## src/rtl/fft_butterfly_pipe.sv

```systemverilog
// Pipelined radix-2 DIT butterfly: f0 = x0 + W*x1, f1 = x0 - W*x1.
// Three register stages share one advance enable, so a stall freezes the whole pipe.
module fft_butterfly_pipe #(
    parameter int DW    = 16,
    parameter int TW    = 16,
    parameter int TFRAC = 8,
    parameter int ROUND = 1,
    parameter int SAT   = 1
) (
    input  logic          clk,
    input  logic          rst,
    input  logic          in_valid,
    output logic          in_ready,
    input  logic [DW-1:0] x0_r,
    input  logic [DW-1:0] x0_i,
    input  logic [DW-1:0] x1_r,
    input  logic [DW-1:0] x1_i,
    input  logic [TW-1:0] tw_r,
    input  logic [TW-1:0] tw_i,
    input  logic          scale_en,
    output logic          out_valid,
    input  logic          out_ready,
    output logic [DW-1:0] f0_r,
    output logic [DW-1:0] f0_i,
    output logic [DW-1:0] f1_r,
    output logic [DW-1:0] f1_i,
    output logic          out_ovf,
    output logic          ovf_sticky,
    input  logic          clr_ovf
);
    localparam int PW  = DW + TW;
    localparam int TWD = PW + 1;
    localparam int AW  = PW + 2;

    localparam logic signed [TWD-1:0] RND_M = (ROUND != 0) ? (TWD'(1) <<< (TFRAC - 1)) : '0;
    localparam logic signed [AW-1:0]  RND_S = (ROUND != 0) ? AW'(1) : '0;
    localparam logic signed [AW-1:0]  MAXV  = AW'((2 ** (DW - 1)) - 1);
    localparam logic signed [AW-1:0]  MINV  = ~MAXV;

    logic en;
    assign en       = !out_valid || out_ready;
    assign in_ready = en;

    // Stage 1: operand capture
    logic          v1;
    logic [DW-1:0] s1_x0r, s1_x0i, s1_x1r, s1_x1i;
    logic [TW-1:0] s1_twr, s1_twi;
    logic          s1_sc;

    always_ff @(posedge clk or posedge rst) begin
        if (rst) begin
            v1     <= 1'b0;
            s1_x0r <= '0;
            s1_x0i <= '0;
            s1_x1r <= '0;
            s1_x1i <= '0;
            s1_twr <= '0;
            s1_twi <= '0;
            s1_sc  <= 1'b0;
        end else if (en) begin
            v1 <= in_valid;
            if (in_valid) begin
                s1_x0r <= x0_r;
                s1_x0i <= x0_i;
                s1_x1r <= x1_r;
                s1_x1i <= x1_i;
                s1_twr <= tw_r;
                s1_twi <= tw_i;
                s1_sc  <= scale_en;
            end
        end
    end

    // Stage 2: complex multiply in full precision, then one rounded shift
    logic signed [PW-1:0]  p_rr, p_ii, p_ri, p_ir;
    logic signed [TWD-1:0] t_r, t_i, m_r, m_i;

    assign p_rr = PW'($signed(s1_twr)) * PW'($signed(s1_x1r));
    assign p_ii = PW'($signed(s1_twi)) * PW'($signed(s1_x1i));
    assign p_ri = PW'($signed(s1_twr)) * PW'($signed(s1_x1i));
    assign p_ir = PW'($signed(s1_twi)) * PW'($signed(s1_x1r));
    assign t_r  = TWD'(p_rr) - TWD'(p_ii);
    assign t_i  = TWD'(p_ri) + TWD'(p_ir);
    assign m_r  = (t_r + RND_M) >>> TFRAC;
    assign m_i  = (t_i + RND_M) >>> TFRAC;

    logic                  v2;
    logic signed [TWD-1:0] s2_mr, s2_mi;
    logic [DW-1:0]         s2_x0r, s2_x0i;
    logic                  s2_sc;

    always_ff @(posedge clk or posedge rst) begin
        if (rst) begin
            v2     <= 1'b0;
            s2_mr  <= '0;
            s2_mi  <= '0;
            s2_x0r <= '0;
            s2_x0i <= '0;
            s2_sc  <= 1'b0;
        end else if (en) begin
            v2 <= v1;
            if (v1) begin
                s2_mr  <= m_r;
                s2_mi  <= m_i;
                s2_x0r <= s1_x0r;
                s2_x0i <= s1_x0i;
                s2_sc  <= s1_sc;
            end
        end
    end

    // Stage 3: add/subtract, optional halving, then range reduction; result is {ovf, value}
    function automatic logic [DW:0] reduce(input logic signed [AW-1:0] a, input logic sc);
        logic signed [AW-1:0] s;
        logic                 ovf;
        logic [DW-1:0]        val;
        s   = sc ? ((a + RND_S) >>> 1) : a;
        ovf = (s > MAXV) || (s < MINV);
        val = s[DW-1:0];
        if (SAT != 0 && s > MAXV) val = {1'b0, {(DW-1){1'b1}}};
        if (SAT != 0 && s < MINV) val = {1'b1, {(DW-1){1'b0}}};
        return {ovf, val};
    endfunction

    logic signed [AW-1:0] acc [4];
    logic [DW:0]          res [4];

    assign acc[0] = AW'($signed(s2_x0r)) + AW'(s2_mr);
    assign acc[1] = AW'($signed(s2_x0i)) + AW'(s2_mi);
    assign acc[2] = AW'($signed(s2_x0r)) - AW'(s2_mr);
    assign acc[3] = AW'($signed(s2_x0i)) - AW'(s2_mi);

    generate
        for (genvar gi = 0; gi < 4; gi++) begin : g_reduce
            assign res[gi] = reduce(acc[gi], s2_sc);
        end
    endgenerate

    always_ff @(posedge clk or posedge rst) begin
        if (rst) begin
            out_valid <= 1'b0;
            out_ovf   <= 1'b0;
            f0_r      <= '0;
            f0_i      <= '0;
            f1_r      <= '0;
            f1_i      <= '0;
        end else if (en) begin
            out_valid <= v2;
            if (v2) begin
                f0_r    <= res[0][DW-1:0];
                f0_i    <= res[1][DW-1:0];
                f1_r    <= res[2][DW-1:0];
                f1_i    <= res[3][DW-1:0];
                out_ovf <= res[0][DW] | res[1][DW] | res[2][DW] | res[3][DW];
            end
        end
    end

    // A set on the same edge as a clear takes priority
    always_ff @(posedge clk or posedge rst) begin
        if (rst)
            ovf_sticky <= 1'b0;
        else if (out_valid && out_ready && out_ovf)
            ovf_sticky <= 1'b1;
        else if (clr_ovf)
            ovf_sticky <= 1'b0;
    end
endmodule

```

## config.mk

```make
export PLATFORM = sky130hd
export DESIGN_NAME = fft_butterfly_pipe
export DESIGN_NICKNAME = d
export VERILOG_FILES = /design/src/rtl/fft_butterfly_pipe.sv
export SDC_FILE = /design/constraint.sdc
export NUM_CORES = 2
export LEC_CHECK = 0
export BUFFER_PORTS_ARGS = -buffer_cell sky130_fd_sc_hd__buf_2
export CAP_MARGIN = 10
export CORE_MARGIN = 4
export CORE_UTILIZATION = 25
export DETAILED_ROUTE_END_ITERATION = 7
export GPL_TIMING_DRIVEN = 0
export PLACE_DENSITY_LB_ADDON = 0.05
export SYNTH_ARGS = -nofsm -noshare
export SYNTH_HDL_FRONTEND = slang
export SYNTH_SLANG_ARGS = --single-unit
export TNS_END_PERCENT = 1
```

## constraint.sdc

```tcl
create_clock -name clk -period 8.4 [get_ports clk]
set_input_delay 0 -clock clk [delete_from_list [all_inputs] [get_ports clk]]
set_output_delay 0 -clock clk [all_outputs]
set_load 0.05 [all_outputs]
```

==> flow_summary.toml <==
[floorplanning]
dieArea_um2 = 243000
coreArea_um2 = 233000
start_util_pct = 25.2
die_h_um = 493
boundaryPins = 170
die_width_um = 493
rows = 177

[place]
hpwl_mm = 214
place.gp.congestion = 0.894
io_buffers = 169
pre_cts_ws_ns = -2.66
dpl_cell_area_um2 = 63900

[synth]
synth_mux_area_share_pct = 3.01
ys_ff_latch = 249
synth_area_per_cell_um2 = 9.21
synth_cell_types = 98
synthFlopType = "dfrtp_1"
synth_compound_area_share_pct = 8.63
synth_fp_nets = 8057
async_flop_share_pct = 100
yosysWarningCount = 0
ys_seq_area_share_pct = 10.6
synth-xor-area-share_pct = 2.48
synth-edff-count = 0
syn_inst = 6376
yosys.area_share.adder_pct = 48.7
synth_top_family_by_area = "adder cells"
synth-simple-area-share_pct = 15.7
syn_area_um2 = 58700

[setup_path]
cp_data_arrival_time_ns = 8.89
required_ns = 8.90
crit_end = "s2_mr[23]"
cpMostUsedCell = "fa_1"
cp_slowest_stage_delay_ns = 0.61
r2r_end = "s2_mr[23]"
cp_max_fo = 10
cp_slowest_cell = "fa_1"
crit_start = "s1_x1i[5]"
cp-start-kind = "register"
path_class = "reg -> reg"
r2r_setup_slack_ns = 0.01
cp-end-kind = "register"
r2r_start = "s1_x1i[5]"
r2r_cells = 27

[final_layout]
nets = 8422
drive_gt1_share_pct = 11.8
syn_to_final_growth_pct = 16.0
nFillCells = 25000
regArea_um2 = 6310
biggestRegsByFlops = "s2_mi: 25 flops, s2_mr: 25 flops"
final_area_um2 = 68100
multi_input_area_um2 = 46700

[sta]
slew_viol_final = 0
rsz0062_at_grt = "true"
timing.fmax_mhz = 119
period_needed_ns = 8.39
finalHoldViolCount = 0
tightest_slew_ns = 1.11
setup_viol = 0
skew_ns = 0.0607
max-slew-margin-rel_pct = 26.0
worst_slack_ns = 0.0150
period_share_pct = 99.8

[routing]
routed_wl_mm = 255
drc_errors = 0
avgRoutedWirePerCell_um = 25.7
drtIter0Drc = 2578
dr.pass1.iters = 5
route.vias.total = 45400
drtAntennaViolNets = 0
vias_per_cell = 4.58

[worst_hold_path]
hp-class = "in -> reg"

[clocking]
cts.sinks = 249
path_clk_slew_ns = 0.05
cts_tree = "built"
root_buffer = "clkbuf_16"
clock_path_buffers = 3
numCtsBuffers = 37
htreeDepth = 2
clock_latency_ns = 0.67

[run]
maxCapViolations = 0

[global_route]
grt_pass1_vias = 48800
antenna_found_initial = 43
track_usage_pct = 21.2
grt_pass1_wl_mm = 366
grt-ovfl-total = 0
grt_max_degree = 104

[status]
status = "finished clean"
==> layout make-up <==
type                       count  share of cell area (%)
multi-input combinational   4444                    68.6
sequential                   249                    9.27
inverter                    1372                    7.60
tap                         3132                    5.75
timing repair buffer         328                    3.70
buffer                       309                    3.18
clock buffer                  50                    1.51
clock inverter                16                   0.384
antenna                       16                  0.0588
==> cell usage in the layout (no fill, tap or decap), drive strengths merged, types with 17 or more instances in the layout <==
cell,Yosys,final
clkbuf,271,288
fa,1177,1177
nand3,70,70
nor2b,40,40
or2,17,17
a22o,28,28
o21a,25,25
dfrtp,249,249
a31oi,29,29
dlygate4sd3,0,102
buf,40,297
xnor2,121,121
nand4,20,20
and2,513,513
nor2,204,204
a211o,27,27
o211ai,20,20
a21o,54,54
nor3,86,86
o21ai,146,146
mux2i,21,21
ha,402,402
xor2,45,45
a21oi,131,131
nor4,28,28
and3,35,35
or3,31,31
a211oi,55,55
nand2,657,657
nand2b,45,45
inv,1367,1368
o31ai,35,35
mux2,138,138
==> worst min path at each step <==
stage / from / end / slack [ns] / cells after the start
after floorplan: clr_ovf / ovf_sticky / 0.11 / 1
after global placement: clr_ovf / ovf_sticky / 0.20 / 2
after detailed placement: rst / s1_x1r[8] / 0.09 / 2
after CTS: tw_r[13] / s1_twr[13] / 0.04 / 3
after global routing: tw_r[10] / s1_twr[10] / 0.09 / 3
final: tw_r[15] / s1_twr[15] / 0.10 / 3
==> stage by stage <==
stage / util [%] / cells / TNS [ns] / hold slack, ns
after CTS: 29.0 / 9889 / -0.446 / 0.0434
after global placement: 27.2 / 9677 / -940.95 / 0.205
after floorplan: - / 6376 / 0 / 0.108
after global routing: 29.2 / 9902 / -0.913 / 0.0927
after detailed placement: 27.4 / 9699 / -41.76 / 0.0904
final: 29.2 / 9916 / 0 / 0.102
==> critical path, delay by kind of cell (launching register included) <==
family                     cells  cell delay [ns]
adders and majority gates      9             4.41
AOI/OAI and AO/OA             11             2.03
DFF                            1             0.59
buffers and inverters          3             0.41
and+or+nand+nor                3             0.37
xor gates and xnor gates       1             0.35
==> synthesized netlist by cell type (all sizes together) (14+ instances only) <==
cell type / n / area share, %
ha: 402 / 8.6
nand4: 20 / 0.21
nand3: 70 / 0.61
inv: 1367 / 8.7
nor4: 28 / 0.35
buf: 40 / 0.32
nor2b: 40 / 0.43
o21a: 25 / 0.32
dfrtp: 249 / 11
o31ai: 35 / 0.48
o211ai: 20 / 0.26
or2: 17 / 0.18
and2: 513 / 5.5
a22o: 28 / 0.42
mux2i: 21 / 0.36
a21oi: 131 / 1.1
xor2: 45 / 0.67
nor2: 204 / 1.3
and3: 35 / 0.37
a211o: 27 / 0.40
o21ai: 146 / 1.2
a31oi: 29 / 0.32
xnor2: 121 / 1.8
mux2: 138 / 2.6
nand2b: 45 / 0.48
o31a: 14 / 0.21
fa: 1177 / 40
nor3: 86 / 0.75
clkbuf: 271 / 1.7
or3: 31 / 0.33
a211oi: 55 / 0.70
nand2: 657 / 4.2
a21o: 54 / 0.69
==> routing by layer <==
layer | part of all wire (%) | global-route usage [%] | vias up | wire, um
met1 | 44 | 28.2 | 23700 | 112000
met5 | 0.0082 | 0 | - | 21
met2 | 49 | 36.6 | 1058 | 125000
met4 | 3.0 | 5.50 | 4 | 7530
li1 | - | - | 20500 | -
met3 | 4.2 | 2.25 | 172 | 10700
==> logic make-up (layout without fill, tap and decap cells) <==
family                     count (synthesis)  count (layout)
AOI/OAI and AO/OA                        722             722
xor gates and xnor gates                 166             166
adders and majority gates               1579            1579
buffers and inverters                   1683            2075
DFF                                      249             249
muxes                                    159             159
other                                      0              16
and+or+nand+nor                         1818            1818
==> timing repair <==
| action | 4_1_cts | 5_1_grt |
|---|---|---|
| resized for setup | 451 | 101 |
| pin swaps | 13 | 36 |
| endpoints found under the setup margin | 35 | 17 |
| hold endpoints to repair | 219 | 0 |
| setup buffers | 22 | 12 |
| hold buffers | 102 | 0 |
Power is left out: the tool's default activity adds up to more than one toggle a clock period on the data nets, which glitch-free logic cannot reach.
